<file path="src/rtl/micro_sequencer.sv">
// Microprogram sequencer: holds the control address register (CAR) and the
// single-level subroutine register (SBR), selects the next microprogram address
// and decodes the F1/F2/F3 fields of the current microinstruction into one-hot
// micro-operation strobes.
//
// Ports:
//   i_clk, i_rst          clock (rising edge), synchronous active-high reset
//   i_en                  advance enable; low stalls CAR/SBR and zeroes strobes
//   i_uinstr              microinstruction read from ROM at o_uaddr
//   i_opcode              instruction opcode used by the MAP branch
//   i_i_bit, i_ac_sign,
//   i_ac_zero             branch condition inputs
//   o_uaddr               ROM address (equals CAR)
//   o_add .. o_write      F1 strobes (codes 1..7)
//   o_sub .. o_pctdr      F2 strobes (codes 1..7)
//   o_xor .. o_artpc      F3 strobes (codes 1..6, code 7 reserved)
//   o_alu_conflict        more than one ALU-select strobe asserted
module micro_sequencer #(
    parameter int unsigned ADDR_W = 7,
    parameter int unsigned OPC_W  = 4,
    parameter int unsigned UI_W   = 20
) (
    input  logic              i_clk,
    input  logic              i_rst,
    input  logic              i_en,
    input  logic [UI_W-1:0]   i_uinstr,
    input  logic [OPC_W-1:0]  i_opcode,
    input  logic              i_i_bit,
    input  logic              i_ac_sign,
    input  logic              i_ac_zero,
    output logic [ADDR_W-1:0] o_uaddr,
    output logic              o_add,
    output logic              o_clrac,
    output logic              o_incac,
    output logic              o_drtac,
    output logic              o_drtar,
    output logic              o_pctar,
    output logic              o_write,
    output logic              o_sub,
    output logic              o_or,
    output logic              o_and,
    output logic              o_read,
    output logic              o_actdr,
    output logic              o_incdr,
    output logic              o_pctdr,
    output logic              o_xor,
    output logic              o_com,
    output logic              o_shl,
    output logic              o_shr,
    output logic              o_incpc,
    output logic              o_artpc,
    output logic              o_alu_conflict
);

    typedef enum logic [1:0] {
        BrJmp  = 2'b00,
        BrCall = 2'b01,
        BrRet  = 2'b10,
        BrMap  = 2'b11
    } br_e;

    logic [ADDR_W-1:0] r_car;
    logic [ADDR_W-1:0] r_sbr;

    logic [2:0]        w_f1;
    logic [2:0]        w_f2;
    logic [2:0]        w_f3;
    logic [1:0]        w_cd;
    br_e               w_br;
    logic [ADDR_W-1:0] w_ad;
    logic              w_u;
    logic              w_active;
    logic [ADDR_W-1:0] w_car_inc;
    logic [ADDR_W-1:0] w_car_d;
    logic [ADDR_W-1:0] w_sbr_d;
    logic [8:0]        w_alu;

    assign w_f1 = i_uinstr[19:17];
    assign w_f2 = i_uinstr[16:14];
    assign w_f3 = i_uinstr[13:11];
    assign w_cd = i_uinstr[10:9];
    assign w_br = br_e'(i_uinstr[8:7]);
    assign w_ad = i_uinstr[ADDR_W-1:0];

    assign w_active  = i_en & ~i_rst;
    // Natural wrap at 2^ADDR_W; SBR captures the wrapped value on CALL.
    assign w_car_inc = r_car + ADDR_W'(1);
    assign o_uaddr   = r_car;

    always_comb begin
        w_u = 1'b1;
        unique case (w_cd)
            2'b00: w_u = 1'b1;
            2'b01: w_u = i_i_bit;
            2'b10: w_u = i_ac_sign;
            2'b11: w_u = i_ac_zero;
            default: w_u = 1'b1;
        endcase
    end

    always_comb begin
        w_car_d = w_car_inc;
        w_sbr_d = r_sbr;
        unique case (w_br)
            BrJmp: begin
                if (w_u) w_car_d = w_ad;
            end
            BrCall: begin
                if (w_u) begin
                    w_sbr_d = w_car_inc;
                    w_car_d = w_ad;
                end
            end
            BrRet: w_car_d = r_sbr;
            BrMap: w_car_d = {1'b0, i_opcode, 2'b00};
            default: w_car_d = w_car_inc;
        endcase
    end

    always_ff @(posedge i_clk) begin
        if (i_rst) begin
            r_car <= '0;
            r_sbr <= '0;
        end else if (i_en) begin
            r_car <= w_car_d;
            r_sbr <= w_sbr_d;
        end
    end

    // Field decode: code 000 asserts nothing, F3 code 111 is reserved.
    always_comb begin
        o_add   = 1'b0;
        o_clrac = 1'b0;
        o_incac = 1'b0;
        o_drtac = 1'b0;
        o_drtar = 1'b0;
        o_pctar = 1'b0;
        o_write = 1'b0;
        o_sub   = 1'b0;
        o_or    = 1'b0;
        o_and   = 1'b0;
        o_read  = 1'b0;
        o_actdr = 1'b0;
        o_incdr = 1'b0;
        o_pctdr = 1'b0;
        o_xor   = 1'b0;
        o_com   = 1'b0;
        o_shl   = 1'b0;
        o_shr   = 1'b0;
        o_incpc = 1'b0;
        o_artpc = 1'b0;
        if (w_active) begin
            case (w_f1)
                3'd1: o_add   = 1'b1;
                3'd2: o_clrac = 1'b1;
                3'd3: o_incac = 1'b1;
                3'd4: o_drtac = 1'b1;
                3'd5: o_drtar = 1'b1;
                3'd6: o_pctar = 1'b1;
                3'd7: o_write = 1'b1;
                default: ;
            endcase
            case (w_f2)
                3'd1: o_sub   = 1'b1;
                3'd2: o_or    = 1'b1;
                3'd3: o_and   = 1'b1;
                3'd4: o_read  = 1'b1;
                3'd5: o_actdr = 1'b1;
                3'd6: o_incdr = 1'b1;
                3'd7: o_pctdr = 1'b1;
                default: ;
            endcase
            case (w_f3)
                3'd1: o_xor   = 1'b1;
                3'd2: o_com   = 1'b1;
                3'd3: o_shl   = 1'b1;
                3'd4: o_shr   = 1'b1;
                3'd5: o_incpc = 1'b1;
                3'd6: o_artpc = 1'b1;
                default: ;
            endcase
        end
    end

    // More than one bit set <=> clearing the lowest set bit leaves something.
    assign w_alu = {o_add, o_drtac, o_sub, o_or, o_and, o_xor, o_com, o_shl, o_shr};
    assign o_alu_conflict = (w_alu & (w_alu - 9'd1)) != 9'd0;

endmodule

</file>
<file path="config.mk">
export PLATFORM = sky130hd
export DESIGN_NAME = micro_sequencer
export DESIGN_NICKNAME = d
export VERILOG_FILES = /design/src/rtl/micro_sequencer.sv
export SDC_FILE = /design/constraint.sdc
export NUM_CORES = 1
export LEC_CHECK = 0
export BUFFER_PORTS_ARGS = -buffer_cell sky130_fd_sc_hd__clkbuf_2
export CORE_AREA = 4 4 67 69
export CTS_CLUSTER_DIAMETER = 120
export DETAILED_ROUTE_END_ITERATION = 7
export DIE_AREA = 0 0 71 73
export GPL_ROUTABILITY_DRIVEN = 0
export PLACE_DENSITY = 0.68
export RECOVER_POWER = 25
export SLEW_MARGIN = 20
export SYNTH_ARGS = -nofsm -noshare
export SYNTH_HDL_FRONTEND = slang
export SYNTH_SLANG_ARGS = --single-unit
export TNS_END_PERCENT = 10
</file>
<file path="constraint.sdc">
create_clock -name i_clk -period 1.25 [get_ports i_clk]
set_input_delay 0.125 -clock i_clk [delete_from_list [all_inputs] [get_ports i_clk]]
set_output_delay 0.125 -clock i_clk [all_outputs]
set_load 0.005 [all_outputs]
</file>
## Word-level counts from Yosys, hierarchy flattened

Index checks and enable logic that the tools add are counted.

- Output and inout bits: 28
- Word-level logic and storage cells: 81
- Register bits after elaboration: 14
- Bits of input ports: 30

- Add/sub/neg operators: 2
- Bitwise gates (word level): 3
- Eq/ne operators: 26
- Reduce and logical (&&, ||, !) cells: 5
- Multiplexer cells: 43

Operators by type and width:

| cell | count |
|---|---|
| $mux 1 | 40 |
| $eq 3x3->1 const B | 11 |
| $pmux 7 s3 | 1 |
| $eq 3x2->1 const B | 6 |
| $and 9x9->9 | 1 |
| $eq 3x1->1 const B | 3 |
| $reduce_bool 9->1 | 1 |
| $sub 9x1->9 const B | 1 |
| $eq 2x2->1 const B | 4 |
| $add 7x1->7 const B | 1 |
| $mux 7 | 1 |
| $eq 2x1->1 const B | 2 |
| $logic_not 2->1 | 2 |
| $pmux 1 s4 | 1 |
| $reduce_and 3->1 | 1 |
| $reduce_or 2->1 | 1 |
| $and 1x1->1 | 1 |
| $not 1->1 | 1 |

## Longest topological paths before layout

Gate-level depths: netlist of the first run.

- Depth after elaboration: 6
- Gate-level depth with buffers: 6
- Depth with buffers taken out: 5

## Least setup slack after synthesis of the first run

No wires, ideal clock.

- Kind: reg2reg
- From: reg r_car[0] (netlist: o_uaddr[0])
- To: reg r_car[4] (netlist: o_uaddr[4])
- Clock period less this slack: 1439 ps
- Setup slack: -189 ps
- Buffers on the path: 0
- Library setup time: 60 ps
- Stages on the path, launching flop included: 6
- Data required time: 1190 ps
- Arrival time: 1379 ps
- Path through: dfxtp_1 ha_1 nand3_1 xor2_1 a221oi_1 o221a_1

- Cells in the longest elaborated chain, start to end: 3

Ends and longest elaborated chain:

| what | line | text |
|---|---|---|
| from (decl) | 62 | `logic [ADDR_W-1:0] r_car;` |
| from (signal assigned) | 125 | `r_car <= w_car_d;` |
| $add 7x1->7 | 87 | `assign w_car_inc = r_car + ADDR_W'(1);` |
| $mux 7 | 106, 109 |  |
| $pmux 7 s3 | 104 | `unique case (w_br)` |

No other way between the ends.
A chain may end at the register's enable or synchronous reset.

## Worst setup path in the final report of the first run

- From: reg r_car[1] (netlist: o_uaddr[1])
- To: reg r_car[4] (netlist: o_uaddr[4])

Same word-level chain as after synthesis.

==> metrics.md, run 1 <==
| Metric | Value |
|---|---|
| Outcome | complete, but fails checks |
| Failing checks | setup timing |
| R2R setup slack | -60 ps |
| Final Cycle Share | 1.05 |
| Max cap viols | 0 |
| Final Instance Area | 1780 um2 |
| Area of the multi-input gates | 861 um2 |
| Area growth, synth to finish | 58.4% |
| Most frequent cells in the layout | clkbuf_2, buf_4, nor2_1, nand2_1, nor3_1 |
| Critical Path End Type | flop |
| EDFF count, synth | 0 |
| Cell-internal power | about 990 uW |
| Sequential share of power | 0.354 |
| Count of final setup violators | 3 |
| H-tree levels | 1 |
| CTS max path bufs | 2 |
| Nets@finish | roughly 260 |
| Top post-synthesis cells by area | dfxtp_1, nor2_1, mux2i_1 |
| DRT iter0 DRCs | 29 |
| Pin count of the biggest net entering global routing | 14 |
| Drt total wl | around 3.6 mm |
| # rows | 23 |
| Total GRT Usage | 0.137 |
| Maximum VDD drop | 0.492 mV |
| Vias per Instance | slightly below 5 |
| Post-synthesis net count | approximately 180 |
| Clock sink count | 14 |
| Routed Antenna Nets | 0 |
| Unrepaired setup endpoints after global routing | true |
| Critical path fanouts, max | 4 |
| Diodes inserted | 0 |
| Worst Path Required | 1450 ps |
| Combinational Power Share | 0.320 |
| Leak pwr | 0.807 nW |
| Core ar. | 3910 um2 |
| Min setup slack post-route | -60.6 ps |
| Die Wd | just over 70 um |
| Mean Syn Cell Area | roughly 7.8 um2 |
| CP Class | flop to flop |
| Flops & latches, synth | 14 |
| Critical path launch point | o_uaddr[1] |
| Worst setup SP type | flop |
| Reg2reg end | o_uaddr[4] |
| Final Core Density | 0.455 |
| Pins over their slew limit | 0 |
| DRT Pass-1 Iters | 4 |
| Sequential cell area fraction in the yosys report | 0.249 |
| CP max stage cell | dfxtp_4 |
| CTS Buf Count | 3 |
| Max_slew headroom | 0.717 |
| Yosys cell types | 41 |
| Tmin final | roughly 1300 ps |
| Clock power share | 0.326 |
| R2r startpoint | o_uaddr[1] |
| Number of remaining DRC errors | 0 |
| Mean routed wirelength per cell | between 10 and 15 um |
| Critical-path cell list | ha_4, nand3_2, xor2_2, a221oi_2, o221a_1 |
| Most Used Layer, Global Route | met2 |
| GR Util met2 | 0.227 |
| CP arrival | between 1500 and 2000 ps |
| Vias in the first global route | 1,254 |
| Initial antenna violation count | 0 |
| Vias | roughly 1,300 |
| R2R depth | 5 |
| Min-delay worst type | primary input to flop |
| Most common cell after layout, fill and taps aside | clkbuf_2 |
| Sw Pwr | 422 uW |
| Cell type with the largest total area after synthesis | dfxtp_1 |
| Worst Setup EP | o_uaddr[4] |
| Placed cell area | about 1700 um2 |
| HPWL reported at the end of detailed placement | ~3 mm |
| Area share of the largest cell type after synthesis | 0.249 |
| Cell count after synthesis | roughly 150 |
| Least-Margin Pin Slew | roughly 420 ps |
| Clk slew on worst S/H paths | around 60 ps |
| Ys Warns | 0 |
| Ys async rst share | 0 |
| Clk_lat worst skew | 250 ps |
| Fillers | just over 400 |
| Congestion Overflow GR | 0 |
| Ports | 58 |
| Syn Std Cell Area | 1120 um2 |
| Full die area | between 5000 and 6000 um2 |
| PortBufs | between 50 and 60 |
| Starting Density | 0.287 |
| Crit path largest cell delay | approximately 380 ps |
| First-pass GRT wire length | between 5 and 6 mm |
| CTS tree | built |
| Fin Clk Skew | between 2 and 3 ps |
| Die Height | between 70 and 80 um |
| Register area | a little under 300 um2 |
| Final-report hold violation count | 0 |
| Power per cell area | 793 nW/um2 |
| Sw Ratio | 0.299 |
| Layout cells sized above 1 | 0.463 |
| Main synth FF type | dfxtp_1 |
| Grt met3 use | 0.0207 |
| Clk root buf | clkbuf_8 |
| Met1 usage | 0.191 |
| Fmax achieved | between 700 and 800 MHz |
[final cells by class]
| class | instances | share of cell area |
|---|---|---|
| timing repair buffer | 85 | 0.284 |
| sequential | 14 | 0.162 |
| inverter | 2 | 0.00421 |
| clock buffer | 4 | 0.0309 |
| multi-input combinational | 122 | 0.483 |
| tap | 50 | 0.0351 |
[state kept, by name, summed over array words and instances, names as in the netlist]
name     flops
r_sbr        7
o_uaddr      7
[critical path: cells and delay by family, from the launching register on]
family	cells	cell delay [ps]
AOI/OAI and AO/OA	2	440
xor gates and xnor gates	1	170
adders and majority gates	1	170
DFF	1	380
and+or+nand+nor	1	90
[cell usage after synthesis (all sizes together) (4+ instances only)]
master	instances
nand2b	8
nor3	12
buf	5
mux2i	7
xnor2	4
nor2	22
o21ai	5
dfxtp	14
nand3	5
nor3b	4
a21oi	4
nand2	12
a211oi	5
[power groups by stage]
stage,sequential (mW),clock [mW],combinational (mW)
after global placement,0.508,0,0.431
after global routing,0.504,0.487,0.497
final,0.500,0.461,0.451
after CTS,0.500,0.465,0.448
after detailed placement,0.509,0,0.435
after floorplan,0.511,0,0.209
[through the flow]
| step | instances | power [mW] | TNS, ps | setup slack [ps] | hold slack [ps] |
|---|---|---|---|---|---|
| finish | 277 | 1.41 | -142 | -60.6 | 169 |
| global route | 277 | 1.49 | -559 | -127 | 177 |
| CTS | 277 | 1.41 | -196 | -88.6 | 143 |
| detailed placement | 273 | 0.944 | -794 | -164 | 402 |
| global placement | 273 | 0.939 | -469 | -99.5 | 397 |
| floorplan | 145 | 0.721 | -12.8 | -12.8 | 284 |
[timing repair]
item,4_1_cts,5_1_grt
hold buffers,0,0
setup buffers,0,0
resized for setup,6,2
pin swaps,4,3
endpoints found under the setup margin,7,9
[how the worst min path moves through the flow]
stage,cells past startpoint,endpoint,slack (ps),startpoint
floorplan,1,o_com,280,i_uinstr[11]
global placement,2,r_sbr[4],400,i_rst
detailed placement,2,r_sbr[3],400,i_rst
CTS,2,r_sbr[3],140,i_rst
global route,2,r_sbr[3],180,i_rst
finish,2,r_sbr[4],170,i_rst
[layer usage]
layer,routed length (um),vias up
met3,211,2
met1,1640,606
met5,0,-
met2,1690,38
li1,-,692
met4,21,0
[cells by family after synthesis]
family                   Yosys count  share of synthesized area
AO/OA/AOI/OAI                     36                      0.259
XOR/XNOR                           7                     0.0545
adder cells (fa/ha/maj)            2                     0.0200
buffers and inverters              9                     0.0400
flip-flops                        14                      0.249
multiplexers                       7                     0.0656
AND/OR/NAND/NOR                   70                      0.311
Power figures use the tool's default switching activity.
==> run 2, diff against run 1 <==
--- a/config.mk
+++ b/config.mk
@@ -12,7 +12,6 @@
 export DIE_AREA = 0 0 71 73
 export GPL_ROUTABILITY_DRIVEN = 0
 export PLACE_DENSITY = 0.68
-export RECOVER_POWER = 25
 export SLEW_MARGIN = 20
 export SYNTH_ARGS = -nofsm -noshare
 export SYNTH_HDL_FRONTEND = slang
==> run 2 against run 1 <==
Against the previous run: the flow still finishes with violations (setup timing); power hardly changed; die area unchanged; sequential power is essentially flat; sequential cell count stayed put; clock power about the same; wire length about the same; cell count unchanged; sequential share of layout area is essentially flat.
==> metrics.md, run 2 (same netlist as run 1, synthesis figures left out) <==
| Metric | Value |
|---|---|
| Outcome | complete, but fails checks |
| Failing checks | setup timing |
| CP Class | flop to flop |
| Critical path launch point | o_uaddr[1] |
| Critical-path cell list | ha_4, nand3_2, xor2_2, a221oi_2, o221a_1 |
| Count of final setup violators | 3 (unchanged) |
| Congestion Overflow GR | 0 (unchanged) |
| DRT iter0 DRCs | 35 (+21%) |
| Fin Clk Skew | 2.65 ps (unchanged) |
| Crit path largest cell delay | 380 ps (about the same) |
| Tmin final | 1310 ps (unchanged) |
| Power per cell area | 793 nW/um2 (about the same) |
| # rows | 23 (unchanged) |
| Worst Path Required | 1450 ps (about the same) |
| Setup TNS | -141 ps (+0.494 ps) |
| Layout cells sized above 1 | 0.467 (+0.00441) |
| Nets@finish | 259 (unchanged) |
| Starting Density | 0.287 (unchanged) |
| Core ar. | 3910 um2 (unchanged) |
| Leak pwr | 0.810 nW (+0.40%) |
| Worst setup SP type | flop |
| Vias in the first global route | 1,254 (unchanged) |
| Diodes inserted | 0 (unchanged) |
| Clock sink count | 14 (unchanged) |
| Number of remaining DRC errors | 0 (unchanged) |
| Fillers | 403 (-0.25%) |
| Critical path fanouts, max | 4 (unchanged) |
| Die Wd | 71 um (unchanged) |
| Min-delay worst type | primary input to flop |
| Maximum VDD drop | 0.492 mV (about the same) |
| CP max stage cell | dfxtp_4 |
| Final Core Density | 0.456 (about the same) |
| R2r startpoint | o_uaddr[1] |
| Unrepaired setup endpoints after global routing | true |
| Total GRT Usage | 0.137 (unchanged) |
| R2R depth | 5 (unchanged) |
| Most frequent cells in the layout | clkbuf_2, buf_4, nor2_1, nand2_1, nor3_1 |
| Initial antenna violation count | 0 (unchanged) |
| Reg2reg end | o_uaddr[4] |
| First-pass GRT wire length | 5.79 mm (unchanged) |
| CTS max path bufs | 2 (unchanged) |
| Routed Antenna Nets | 0 (unchanged) |
| PortBufs | 57 (unchanged) |
| CTS tree | built |
| Critical Path End Type | flop |
| Placed instance count | 273 (unchanged) |
| Min setup slack post-route | -60.6 ps (unchanged) |
| Clk root buf | clkbuf_8 |
| Clk_lat worst skew | 250 ps (about the same) |
| Register area | 289 um2 (unchanged) |
| HPWL reported at the end of detailed placement | 2.92 mm (unchanged) |
| Mean routed wirelength per cell | 12.8 um (about the same) |
| Clk slew on worst S/H paths | 60 ps (about the same) |
| CTS Buf Count | 3 (unchanged) |
| Final-report hold violation count | 0 (unchanged) |
| Full die area | 5180 um2 (unchanged) |
| Max_slew headroom | 0.717 (unchanged) |
| DRT Pass-1 Iters | 4 (unchanged) |
| Vias | 1,338 (unchanged) |
| Most common cell after layout, fill and taps aside | clkbuf_2 |
| Area growth, synth to finish | 58.5% (about the same) |
| Worst hold slack | 169 ps (+0.00100 ps) |
| CP arrival | 1510 ps (about the same) |
| H-tree levels | 1 (unchanged) |
| Pins over their slew limit | 0 (unchanged) |
| Ports | 58 (unchanged) |
| Pin count of the biggest net entering global routing | 14 (unchanged) |
| Fmax achieved | 763 MHz (unchanged) |
| R2R setup slack | -60 ps (about the same) |
| Drt total wl | 3.56 mm (about the same) |
| Die Height | 73 um (unchanged) |
| Least-Margin Pin Slew | 424 ps (unchanged) |
| Area of the multi-input gates | 861 um2 (unchanged) |
| Worst Setup EP | o_uaddr[4] |
| Max cap viols | 0 (unchanged) |
| Non-filler instance count after layout | 277 (unchanged) |
| Final Cycle Share | 1.05 (unchanged) |
| Vias per Instance | 4.83 (unchanged) |
[run 2: cell counts in the layout (fill, tap and decap cells not counted)]
No cell type changed its count.
[run 2: critical path: cells and delay by family, from the launching register on]
family	cells	cell delay [ps]
flops	1	380
fa+ha+maj	1	170
xor+xnor	1	170
compound gates	2	440
simple gates	1	90
[run 2: power by group]
group,internal [mW],leakage (nW),total [mW],switching [mW]
clock,0.280,0.0288,0.461,0.181
combinational,0.238,0.665,0.452,0.214
sequential,0.474,0.117,0.500,0.0265
[run 2: area by class of cell]
cell class	instances	share of cell area
Multi-Input combinational cell	122	0.483
Timing Repair Buffer	85	0.285
Sequential cell	14	0.162
Tap cell	50	0.0351
Clock buffer	4	0.0309
Inverter	2	0.00421
[run 2: timing repair]
action | 4_1_cts | 5_1_grt
resized for setup | 6 | 2
hold buffers | 0 | 0
endpoints found under the hold margin | 0 | 0
endpoints found under the setup margin | 7 | 9
pin swaps | 4 | 3
cloned | 0 | 0
setup buffers | 0 | 0
[run 2: metal layers]
layer	vias to the layer above	global-route usage	wire, um
li1	692	-	-
met1	606	0.191	1640
met2	38	0.227	1690
met3	2	0.0207	211
met4	0	0.0251	21
met5	-	0	0
[run 2: metrics by stage]
stage                     instance area (um2)  power (mW)  worst slack, ps
final                                    1780        1.41            -60.6
after floorplan                          1150       0.721            -12.8
after global placement                   1680       0.939            -99.5
after global routing                     1780        1.49             -127
after detailed placement                 1680       0.944             -164
after CTS                                1770        1.41            -88.6
[run 2: worst min-delay path by stage]
stage / endpoint / cells after the start / startpoint / slack, ps
floorplan: o_com / 1 / i_uinstr[11] / 280
detailed placement: r_sbr[3] / 2 / i_rst / 400
global route: r_sbr[3] / 2 / i_rst / 180
CTS: r_sbr[3] / 2 / i_rst / 140
global placement: r_sbr[4] / 2 / i_rst / 400
finish: r_sbr[4] / 2 / i_rst / 170
